===== src/rtl/if_fetch_unit_pkg.sv =====
// ============================================================================
// Module      : if_fetch_unit_pkg
// Description : Shared encodings for the instruction-fetch stage: PC_sel
//               codes (same encoding the main decoder drives), fetch FSM
//               state codes, reset PC default and a branch-offset helper.
// Ports       : none (package)
// Revision    : 1.0 - initial release
// ============================================================================
`default_nettype none

package if_fetch_unit_pkg;

   localparam logic [31:0] c_RESET_PC = 32'h0000_3000;
   localparam int unsigned c_IMEM_TMO = 16;

   // Next-PC source selected by the decoder
   typedef enum logic [1:0] {
      PC_SEQ = 2'b00,   // pc + 4
      PC_BR  = 2'b01,   // conditional relative branch
      PC_J   = 2'b10,   // j / jal pseudo-direct target
      PC_JR  = 2'b11    // register target
   } pc_sel_e;

   typedef enum logic [1:0] {
      S_RESET = 2'b00,
      S_REQ   = 2'b01,
      S_HOLD  = 2'b10,
      S_HALT  = 2'b11
   } fetch_state_e;

   // Sign-extended 16-bit word offset converted to a byte offset
   function automatic logic [31:0] br_offset(input logic [15:0] imm);
      return {{14{imm[15]}}, imm, 2'b00};
   endfunction

endpackage

`default_nettype wire


===== src/rtl/if_fetch_unit_if.sv =====
// ============================================================================
// Module      : if_fetch_unit_if
// Description : Bundle of the fetch stage's instruction-memory handshake and
//               its decode-side interface.
//               master : the fetch unit (drives imem_req/addr, instr, pc ...)
//               slave  : memory + decoder side (drives ready/rdata, accept,
//                        PC_sel, br_taken, rs_data)
// Signals     : imem_req, imem_addr, imem_ready, imem_rdata, instr_valid,
//               instr_accept, instr, opcode, func, pc, pc_plus4, PC_sel,
//               br_taken, rs_data, fetch_err
// Revision    : 1.0 - initial release
// ============================================================================
`default_nettype none

interface if_fetch_unit_if;

   // instruction memory
   logic        imem_req;
   logic [31:0] imem_addr;
   logic        imem_ready;
   logic [31:0] imem_rdata;

   // decode side
   logic        instr_valid;
   logic        instr_accept;
   logic [31:0] instr;
   logic [5:0]  opcode;
   logic [5:0]  func;
   logic [31:0] pc;
   logic [31:0] pc_plus4;
   logic [1:0]  PC_sel;
   logic        br_taken;
   logic [31:0] rs_data;
   logic        fetch_err;

   modport master (
      output imem_req, imem_addr, instr_valid, instr, opcode, func,
             pc, pc_plus4, fetch_err,
      input  imem_ready, imem_rdata, instr_accept, PC_sel, br_taken, rs_data
   );

   modport slave (
      input  imem_req, imem_addr, instr_valid, instr, opcode, func,
             pc, pc_plus4, fetch_err,
      output imem_ready, imem_rdata, instr_accept, PC_sel, br_taken, rs_data
   );

endinterface

`default_nettype wire


===== src/rtl/if_fetch_unit_npc_calc.sv =====
// ============================================================================
// Module      : if_fetch_unit_npc_calc
// Description : Combinational next-PC multiplexer.
// Ports       : i_pc        current pc
//               i_imm26     instr[25:0] (branch offset uses the low 16 bits)
//               i_pc_sel    next-PC source
//               i_br_taken  branch outcome (PC_BR only)
//               i_rs_data   register target (PC_JR only)
//               o_pc_plus4  pc + 4
//               o_next_pc   selected next pc
//               o_misalign  register target is not word aligned
// Revision    : 1.0 - initial release
// ============================================================================
`default_nettype none

module if_fetch_unit_npc_calc
   import if_fetch_unit_pkg::*;
(
   input  wire logic [31:0] i_pc,
   input  wire logic [25:0] i_imm26,
   input  pc_sel_e          i_pc_sel,
   input  wire logic        i_br_taken,
   input  wire logic [31:0] i_rs_data,
   output logic      [31:0] o_pc_plus4,
   output logic      [31:0] o_next_pc,
   output logic             o_misalign
);

   logic [31:0] w_pc_plus4;
   logic [31:0] w_br_target;
   logic [31:0] w_j_target;

   // All arithmetic wraps modulo 2^32; no overflow detection is wanted.
   assign w_pc_plus4  = i_pc + 32'd4;
   assign w_br_target = w_pc_plus4 + br_offset(i_imm26[15:0]);
   assign w_j_target  = {w_pc_plus4[31:28], i_imm26, 2'b00};

   always_comb begin
      o_next_pc  = w_pc_plus4;
      o_misalign = 1'b0;
      case (i_pc_sel)
         PC_SEQ: o_next_pc = w_pc_plus4;
         PC_BR:  o_next_pc = i_br_taken ? w_br_target : w_pc_plus4;
         PC_J:   o_next_pc = w_j_target;
         PC_JR: begin
            o_next_pc  = i_rs_data;
            o_misalign = (i_rs_data[1:0] != 2'b00);
         end
         default: o_next_pc = w_pc_plus4;
      endcase
   end

   assign o_pc_plus4 = w_pc_plus4;

endmodule

`default_nettype wire


===== src/rtl/if_fetch_unit.sv =====
// ============================================================================
// Module      : if_fetch_unit
// Description : Instruction-fetch stage. Requests the word at pc, latches it
//               into the instruction register, holds it until decode accepts
//               and then moves pc to the next-PC selected by the decoder.
//               A memory timeout or a misaligned register target halts the
//               stage with a sticky fetch_err until reset.
// Ports       : clk  system clock, rising edge
//               rst  synchronous active-high reset
//               bus  if_fetch_unit_if.master (imem handshake + decode side)
// Revision    : 1.0 - initial release
// ============================================================================
`default_nettype none

module if_fetch_unit
   import if_fetch_unit_pkg::*;
#(
   parameter logic [31:0] RESET_PC = c_RESET_PC,
   parameter int unsigned IMEM_TMO = c_IMEM_TMO
)
(
   input  wire logic        clk,
   input  wire logic        rst,
   if_fetch_unit_if.master  bus
);

   // Counter only needs to reach IMEM_TMO-1; the IMEM_TMO-th wait cycle errors.
   localparam int c_TMO_W = (IMEM_TMO > 1) ? $clog2(IMEM_TMO) : 1;
   localparam logic [c_TMO_W-1:0] c_TMO_LAST = c_TMO_W'(IMEM_TMO - 1);

   fetch_state_e        r_state;
   fetch_state_e        w_state_nxt;
   logic [31:0]         r_pc;
   logic [31:0]         r_instr;
   logic                r_err;
   logic [c_TMO_W-1:0]  r_tmo;
   logic [c_TMO_W-1:0]  w_tmo_nxt;

   logic                w_fetch_done;
   logic                w_pc_load;
   logic                w_err_set;

   logic [31:0]         w_pc_plus4;
   logic [31:0]         w_next_pc;
   logic                w_misalign;

   if_fetch_unit_npc_calc u_npc_calc (
      .i_pc       (r_pc),
      .i_imm26    (r_instr[25:0]),
      .i_pc_sel   (pc_sel_e'(bus.PC_sel)),
      .i_br_taken (bus.br_taken),
      .i_rs_data  (bus.rs_data),
      .o_pc_plus4 (w_pc_plus4),
      .o_next_pc  (w_next_pc),
      .o_misalign (w_misalign)
   );

   always_ff @(posedge clk) begin
      if (rst) begin
         r_state <= S_RESET;
         r_pc    <= RESET_PC;
         r_instr <= '0;
         r_err   <= 1'b0;
         r_tmo   <= '0;
      end else begin
         r_state <= w_state_nxt;
         r_tmo   <= w_tmo_nxt;
         if (w_fetch_done) r_instr <= bus.imem_rdata;
         if (w_pc_load)    r_pc    <= w_next_pc;
         if (w_err_set)    r_err   <= 1'b1;
      end
   end

   always_comb begin
      w_state_nxt  = r_state;
      w_tmo_nxt    = r_tmo;
      w_fetch_done = 1'b0;
      w_pc_load    = 1'b0;
      w_err_set    = 1'b0;
      case (r_state)
         S_RESET: begin
            w_state_nxt = S_REQ;
            w_tmo_nxt   = '0;
         end
         S_REQ: begin
            if (bus.imem_ready) begin
               w_fetch_done = 1'b1;
               w_tmo_nxt    = '0;
               w_state_nxt  = S_HOLD;
            end else if (r_tmo == c_TMO_LAST) begin
               w_err_set   = 1'b1;
               w_state_nxt = S_HALT;
            end else begin
               w_tmo_nxt = r_tmo + 1'b1;
            end
         end
         S_HOLD: begin
            // A misaligned register target halts without moving pc so the
            // faulting jr stays observable.
            if (bus.instr_accept) begin
               if (w_misalign) begin
                  w_err_set   = 1'b1;
                  w_state_nxt = S_HALT;
               end else begin
                  w_pc_load   = 1'b1;
                  w_tmo_nxt   = '0;
                  w_state_nxt = S_REQ;
               end
            end
         end
         S_HALT: begin
            w_state_nxt = S_HALT;
         end
         default: w_state_nxt = S_RESET;
      endcase
   end

   // Valid is exactly "holding a fetched word", so it derives from state.
   assign bus.imem_req    = (r_state == S_REQ);
   assign bus.imem_addr   = r_pc;
   assign bus.instr_valid = (r_state == S_HOLD);
   assign bus.instr       = r_instr;
   assign bus.opcode      = r_instr[31:26];
   assign bus.func        = r_instr[5:0];
   assign bus.pc          = r_pc;
   assign bus.pc_plus4    = w_pc_plus4;
   assign bus.fetch_err   = r_err;

endmodule

`default_nettype wire

===== src/flat_wrapper.sv =====
// flat-port wrapper written by rule: the top's interface ports become plain ports
module if_fetch_unit_flat import if_fetch_unit_pkg::*;
#(
   parameter logic [31:0] RESET_PC = c_RESET_PC,
   parameter int unsigned IMEM_TMO = c_IMEM_TMO
)
  (clk, rst, bus_imem_req, bus_imem_addr, bus_instr_valid, bus_instr, bus_opcode, bus_func, bus_pc, bus_pc_plus4, bus_fetch_err, bus_imem_ready, bus_imem_rdata, bus_instr_accept, bus_PC_sel, bus_br_taken, bus_rs_data);
  if_fetch_unit_if bus_i ();
  input  wire logic clk;
  input  wire logic rst;
  output wire logic [$bits(bus_i.imem_req)-1:0] bus_imem_req;
  output wire logic [$bits(bus_i.imem_addr)-1:0] bus_imem_addr;
  output wire logic [$bits(bus_i.instr_valid)-1:0] bus_instr_valid;
  output wire logic [$bits(bus_i.instr)-1:0] bus_instr;
  output wire logic [$bits(bus_i.opcode)-1:0] bus_opcode;
  output wire logic [$bits(bus_i.func)-1:0] bus_func;
  output wire logic [$bits(bus_i.pc)-1:0] bus_pc;
  output wire logic [$bits(bus_i.pc_plus4)-1:0] bus_pc_plus4;
  output wire logic [$bits(bus_i.fetch_err)-1:0] bus_fetch_err;
  input wire logic [$bits(bus_i.imem_ready)-1:0] bus_imem_ready;
  input wire logic [$bits(bus_i.imem_rdata)-1:0] bus_imem_rdata;
  input wire logic [$bits(bus_i.instr_accept)-1:0] bus_instr_accept;
  input wire logic [$bits(bus_i.PC_sel)-1:0] bus_PC_sel;
  input wire logic [$bits(bus_i.br_taken)-1:0] bus_br_taken;
  input wire logic [$bits(bus_i.rs_data)-1:0] bus_rs_data;
  assign bus_imem_req = bus_i.imem_req;
  assign bus_imem_addr = bus_i.imem_addr;
  assign bus_instr_valid = bus_i.instr_valid;
  assign bus_instr = bus_i.instr;
  assign bus_opcode = bus_i.opcode;
  assign bus_func = bus_i.func;
  assign bus_pc = bus_i.pc;
  assign bus_pc_plus4 = bus_i.pc_plus4;
  assign bus_fetch_err = bus_i.fetch_err;
  assign bus_i.imem_ready = bus_imem_ready;
  assign bus_i.imem_rdata = bus_imem_rdata;
  assign bus_i.instr_accept = bus_instr_accept;
  assign bus_i.PC_sel = bus_PC_sel;
  assign bus_i.br_taken = bus_br_taken;
  assign bus_i.rs_data = bus_rs_data;
  if_fetch_unit #(.RESET_PC(RESET_PC), .IMEM_TMO(IMEM_TMO)) u_core (.clk(clk), .rst(rst), .bus(bus_i));
endmodule

===== config.mk =====
export PLATFORM = sky130hd
export DESIGN_NAME = if_fetch_unit_flat
export DESIGN_NICKNAME = d
export VERILOG_FILES = /design/src/rtl/if_fetch_unit_pkg.sv /design/src/rtl/if_fetch_unit_if.sv /design/src/rtl/if_fetch_unit_npc_calc.sv /design/src/rtl/if_fetch_unit.sv /design/src/flat_wrapper.sv
export SDC_FILE = /design/constraint.sdc
export NUM_CORES = 1
export LEC_CHECK = 0
export CORE_ASPECT_RATIO = 0.5
export CORE_MARGIN = 5
export CORE_UTILIZATION = 35
export CTS_CLUSTER_DIAMETER = 200
export DETAILED_ROUTE_END_ITERATION = 8
export PLACE_DENSITY = 0.68
export REMOVE_ABC_BUFFERS = 1
export SLEW_MARGIN = 20
export SYNTH_ARGS = -nofsm -noshare
export SYNTH_HDL_FRONTEND = slang
export SYNTH_SLANG_ARGS = --single-unit

===== constraint.sdc =====
create_clock -name clk -period 3.6 [get_ports clk]
set_input_delay 1.08 -clock clk [delete_from_list [all_inputs] [get_ports clk]]
set_output_delay 1.08 -clock clk [all_outputs]
set_load 0.01 [all_outputs]

# Word level (Yosys, flattened, before mapping)
# Cells that the tools add are included.
[op_classes] mux=23 reduce_logical=6 add_sub_neg=3 n_eq_ne=11
[op_table] op="$pmux 32 s4" n=1
[op_table] op="$add 32x3->32 const B" n=1
[op_table] op="$add 32x32->32" n=1
[op_table] op="$mux 32" n=1
[op_table] op="$mux 4" n=4
[op_table] op="$pmux 4 s3" n=1
[op_table] op="$mux 1" n=10
[op_table] op="$eq 2x2->1 const B" n=4
[op_table] op="$mux 2" n=4
[op_table] op="$pmux 2 s4" n=1
[op_table] op="$add 4x1->4 const B" n=1
[op_table] op="$eq 2x1->1 const B" n=2
[op_table] op="$eq 4x4->1 const B" n=1
[op_table] op="$logic_not 2->1" n=2
[op_table] op="$reduce_and 4->1" n=1
[op_table] op="$ne 3x1->1 const B" n=1
[op_table] op="$ne 3x3->1 const B" n=1
[op_table] op="$reduce_bool 3->1" n=1
[op_table] op="$ne 2x1->1 const B" n=1
[op_table] op="$ne 2x2->1 const B" n=1
[op_table] op="$pmux 1 s2" n=1
[op_table] op="$reduce_and 2->1" n=1
[op_table] op="$reduce_bool 2->1" n=1
[totals] wordCells=48 output_inout_bits=143 register_bits=71 in_bits=71

# Logic depth before layout (Yosys ltp)
[logic_depth] word_depth=5 depth_mapped=14 ltp_nobuf=14

# Modules after synthesis
# Synthesis repeated with hierarchy kept, for this count alone.
[unflattened] hier_cells=863 area_unflattened_um2=6221.0
[by_module_without_submodules] mod="if_fetch_unit_npc_calc" instances=1 seq_area_each_um2=0.0 cells_per_inst=487 area_per_inst_um2=3198.1
[by_module_without_submodules] mod="if_fetch_unit" instances=1 seq_area_each_um2=1421.4 cells_per_inst=376 area_per_inst_um2=3022.9

# Least setup slack after synthesis
# Ideal clock, no wire load.
[synth_path] kind="register to register" startpoint="reg u_core.r_pc[6] (netlist: u_core.bus.imem_addr[6])" endpoint="reg u_core.r_pc[31] (netlist: u_core.bus.imem_addr[31])" required_ps=3497 setup_ps=103 arrival_time_ps=3580 period_less_slack_ps=3684 slack_ps=-84 stages_incl_launch_ff=14 path_buffers=0 path_cell_list="dfxtp_1 > and4_4 > nand4_4 > nor4_1 > xor2_1 > ha_1 > a21o_1 > a2111oi_2 > o21ai_0 > o21ai_2 > o31a_1 > o31a_1 > mux2i_1 > a2111oi_2"
[synth_between] elab_chain_cells=4
[synth_rtl] element="start, declared" line="if_fetch_unit.sv:33" source="logic [31:0] r_pc;"
[synth_rtl] element="start signal, assigned" line="if_fetch_unit.sv:69" source="if (w_pc_load) r_pc <= w_next_pc;"
[synth_rtl] element="$add 32x3->32" line="if_fetch_unit_npc_calc.sv:34" source="assign w_pc_plus4 = i_pc + 32'd4;"
[synth_rtl] element="net bus_pc_plus4[17]" line="flat_wrapper.sv:18" source="output wire logic [$bits(bus_i.pc_plus4)-1:0] bus_pc_plus4;"
[synth_rtl] element="$add 32x32->32" line="if_fetch_unit_npc_calc.sv:35" source="assign w_br_target = w_pc_plus4 + br_offset(i_imm26[15:0]);"
[synth_rtl] element="$mux 32" line="if_fetch_unit_npc_calc.sv:43" source="PC_BR: o_next_pc = i_br_taken ? w_br_target : w_pc_plus4;"
[synth_rtl] element="$pmux 32 s4" line="if_fetch_unit_npc_calc.sv:41" source="case (i_pc_sel)"
# The timed path passes the listed nets, and every way through them passes these cells.
# A chain may end at the register's enable or synchronous reset.

# Worst setup path in the final report
[layout_path] startpoint="reg u_core.r_pc[9] (netlist: u_core.bus.imem_addr[9])" endpoint="reg u_core.r_pc[31] (netlist: u_core.bus.imem_addr[31])"
[layout_between] elab_chain_cells=4
[layout_rtl] element="$add 32x3->32 (*)" line="if_fetch_unit_npc_calc.sv:34"
[layout_rtl] element="$add 32x32->32" line="if_fetch_unit_npc_calc.sv:35"
[layout_rtl] element="$mux 32" line="if_fetch_unit_npc_calc.sv:43"
[layout_rtl] element="$pmux 32 s4 (*)" line="if_fetch_unit_npc_calc.sv:41"
# Mark *: on every way between the ends. The rest lies on a longest branch, timed or not.

==> reports/results.txt <==
Count of buffer and inverter cells on the critical path - 1
Worst path max stage delay - 0.42 ns
Tightest Pin Transition - 0.807 ns
Root Driver - clkbuf_16
TritonCTS clock tree - built
WS Path Type - reg -> reg
CP max stage cell - or3_4
Min cycle time layout - 3.60 ns
Hold Startpoint - u_core.bus.instr[26]
Area delta synth->final - 51.9%
Slew Limit Fails - 0
Hold Slack - 0.478 ns
Placed inst area - 8620 um^2
DRC - 0
Dpl hpwl - 18900 um
Number of global-route vias before repair - 6677
Setup-failing EPs final - 0
Routed vias/inst - 5.38
Total Wirelength - 24000 um
Synth Flop Type - dfxtp_1
Worst slack at placement - -0.114 ns
Routed Antenna Nets - 0
I/O pin cnt - 214
Initial Util - 36.2%
Crit path cell chain - and4_4 -> buf_4 -> and4_1 -> nand4_1 -> xnor2_1 -> ha_1 -> nand3_1 -> or3_4 -> o2111ai_2 -> o21ai_2 -> o31a_1 -> o31a_1 -> mux2i_1 -> a2111oi_2
Fin crit share - 99.9%
Synth cell types - 70
Post-Syn Area - 6010 um^2
Most frequent cells after synthesis - 140 x nand2_1, 82 x a21oi_1, 71 x dfxtp_1, 46 x buf_4, 46 x nor2_1
# hold bufs at CTS - 0
Synth top area share - 23.7%
Tot GR Track Use - 23.1%
GP Congestion - 0.927
Cell mode on critical path - o31a_1
Worst Hold Class - reg -> reg
Via count - 6788
Async SR Flop Fraction - 0%
Setup WS post-layout - 0.00364 ns
Cell count after synthesis - 790
# port buffers - 213
Reg2reg end - u_core.bus.imem_addr[31]
R2r setup slk - 0.004 ns
Slew HR - 46.0%
Worst Hold Depth - 2
Max Clock Skew - 0.0132 ns
Reg-to-Reg Start - u_core.bus.imem_addr[9]
Initial DRC Count - 516
Die width - 195 um
Syn. warnings - 0
N_diodes - 0
Mean Syn Cell Area - 7.61 um^2
Critical path arrival - 3.84 ns
Die area - 20000 um^2
Worst-path maximum fanout - 4
Synth top area cells - dfxtp_1 24%, nand2_1 8.7%, ha_1 8.5%, a21oi_1 6.8%, buf_4 5.7%
Most frequent cell after synthesis - nand2_1
Drt wl/cell - 19.1 um
Clk sink count - 71
Fmax - 0.278 GHz
Layout cell share with drive strength beyond 1 - 15.9%
First-pass GRT wire length - 37000 um
Largest net degree at the start of global routing - 44
Final instance area - 9130 um^2
Maximum root-to-sink buffer count - 2
Yosys reg bits - 71
H-tree levels - 3
PD cells - 382 nW/um^2
Max Cap Viol - 0
Seq/Total Area, Yosys - 23.7%
Final hold viol count - 0
Worst VDD drop - 0.214 mV
Clock latency on the worst-skew pair - 0.35 ns
GRT Residual Overflow - 0
Synth area leader - dfxtp_1
CP top delay family - compound AO/OA/AOI/OAI gates
Initial antenna violation count - 0
LEAKAGE - 3.87 nW
Num CTS Buffers - 9
Pwr Total - 3.49 mW
Placed Cells - 1237
Final #Nets - 1143
Crit start category - register
Number of synthesized flops with an enable pin - 0
Crit path capture type - register
Reg clk slew, reported paths - 0.07 ns
Worst R2R Path Depth - 14
Die height - 103 um
Pre-antenna DRT Iters - 5
Core area - 16600 um^2
Worst Path Required - 3.85 ns
RSZ-0062 raised after global routing - true
Num rows - 33
Post-Layout Cell Count - 1262
Run status - completed
Hold Path End - u_core.bus.instr[26]
## cell usage in the layout, fill, tap and decap left out, drive strengths merged, types with 4 or more instances in the layout
| cell | n |
|---|---|
| clkdlybuf4s50 | 199 |
| nand2 | 140 |
| buf | 99 |
| a21oi | 82 |
| dfxtp | 71 |
| nor2 | 46 |
| ha | 41 |
| o21ai | 34 |
| xnor2 | 28 |
| nand3 | 26 |
| mux2i | 24 |
| xor2 | 20 |
| inv | 20 |
| a211oi | 16 |
| nor3 | 13 |
| a21o | 12 |
| o211ai | 11 |
| and3 | 11 |
| dlygate4sd2 | 10 |
| nand4 | 10 |
| a211o | 9 |
| and2 | 9 |
| clkbuf | 9 |
| nand2b | 7 |
| nor2b | 7 |
| a2111oi | 6 |
| nor4 | 6 |
| nand3b | 5 |
| and4 | 5 |
| o21a | 4 |
| o31a | 4 |
| a32o | 4 |
| o21bai | 4 |
| a31oi | 4 |
## per-stage QoR
stage	setup TNS, ns	util (%)
floorplan	-0.214	-
global placement	0	52.0
finish	0	55.0
detailed placement	-0.114	52.0
CTS	0	54.3
global route	-0.336	55.0
## how the worst max path moves through the flow
stage,start,end,slack [ns],cells after the start
global route,u_core.bus.imem_addr[2],u_core.bus.imem_addr[31],-0.17,16
floorplan,u_core.bus.imem_addr[6],u_core.bus.imem_addr[31],-0.15,13
detailed placement,u_core.bus.imem_addr[2],u_core.bus.imem_addr[31],-0.11,14
global placement,u_core.bus.imem_addr[2],u_core.bus.imem_addr[31],0.007,14
finish,u_core.bus.imem_addr[9],u_core.bus.imem_addr[31],0.004,14
CTS,u_core.bus.imem_addr[3],u_core.bus.imem_addr[31],0.006,13
## flip-flops by register name, indices dropped and copies added (netlist names)
register / count
u_core.r_state: 2
u_core.bus.fetch_err: 1
u_core.bus.imem_addr: 32
u_core.r_tmo: 4
u_core.bus.instr: 32
## tightest hold or removal path, stage by stage (launching register included)
cell     delay [ns]
dfxtp_1        0.33
nand2_1        0.06
a21oi_1        0.05
## metal layers
layer | part of all wire [%] | global-route usage (%)
met2 | 48 | 40.1
met3 | 5.5 | 4.02
met5 | 0 | 0
met4 | 1.1 | 4.40
met1 | 45 | 30.8
## cell type report
type	instances	area [um^2]
Tap cell	227	284
Sequential cell	71	1430
Multi-Input combinational cell	623	4200
Clock buffer	9	225
Timing Repair Buffer	310	2870
Fill cell	1604	7470
Inverter	15	56.3
Clock inverter	7	68.8
## what timing repair did
action	4_1_cts	5_1_grt
setup endpoints to repair	16	21
gates resized for setup	23	21
cloned	0	0
setup buffers	6	3
pin swaps	7	11
## cells by family (layout without fill, tap and decap cells)
| logic type | Yosys count | in the layout | share of synthesized area [%] |
|---|---|---|---|
| DFF | 71 | 71 | 23.7 |
| buffers and inverters | 96 | 341 | 8.93 |
| AOI/OAI and AO/OA | 214 | 214 | 23.3 |
| muxes | 27 | 27 | 4.56 |
| xor gates and xnor gates | 48 | 48 | 7.25 |
| adders and majority gates | 42 | 42 | 8.87 |
| and+or+nand+nor | 292 | 292 | 23.4 |
## power by group
group,switching [mW],internal [mW]
clock network,0.428,0.491
logic,0.806,0.759
registers,0.121,0.885
total,1.35,2.13
Power figures use the tool's default switching activity.
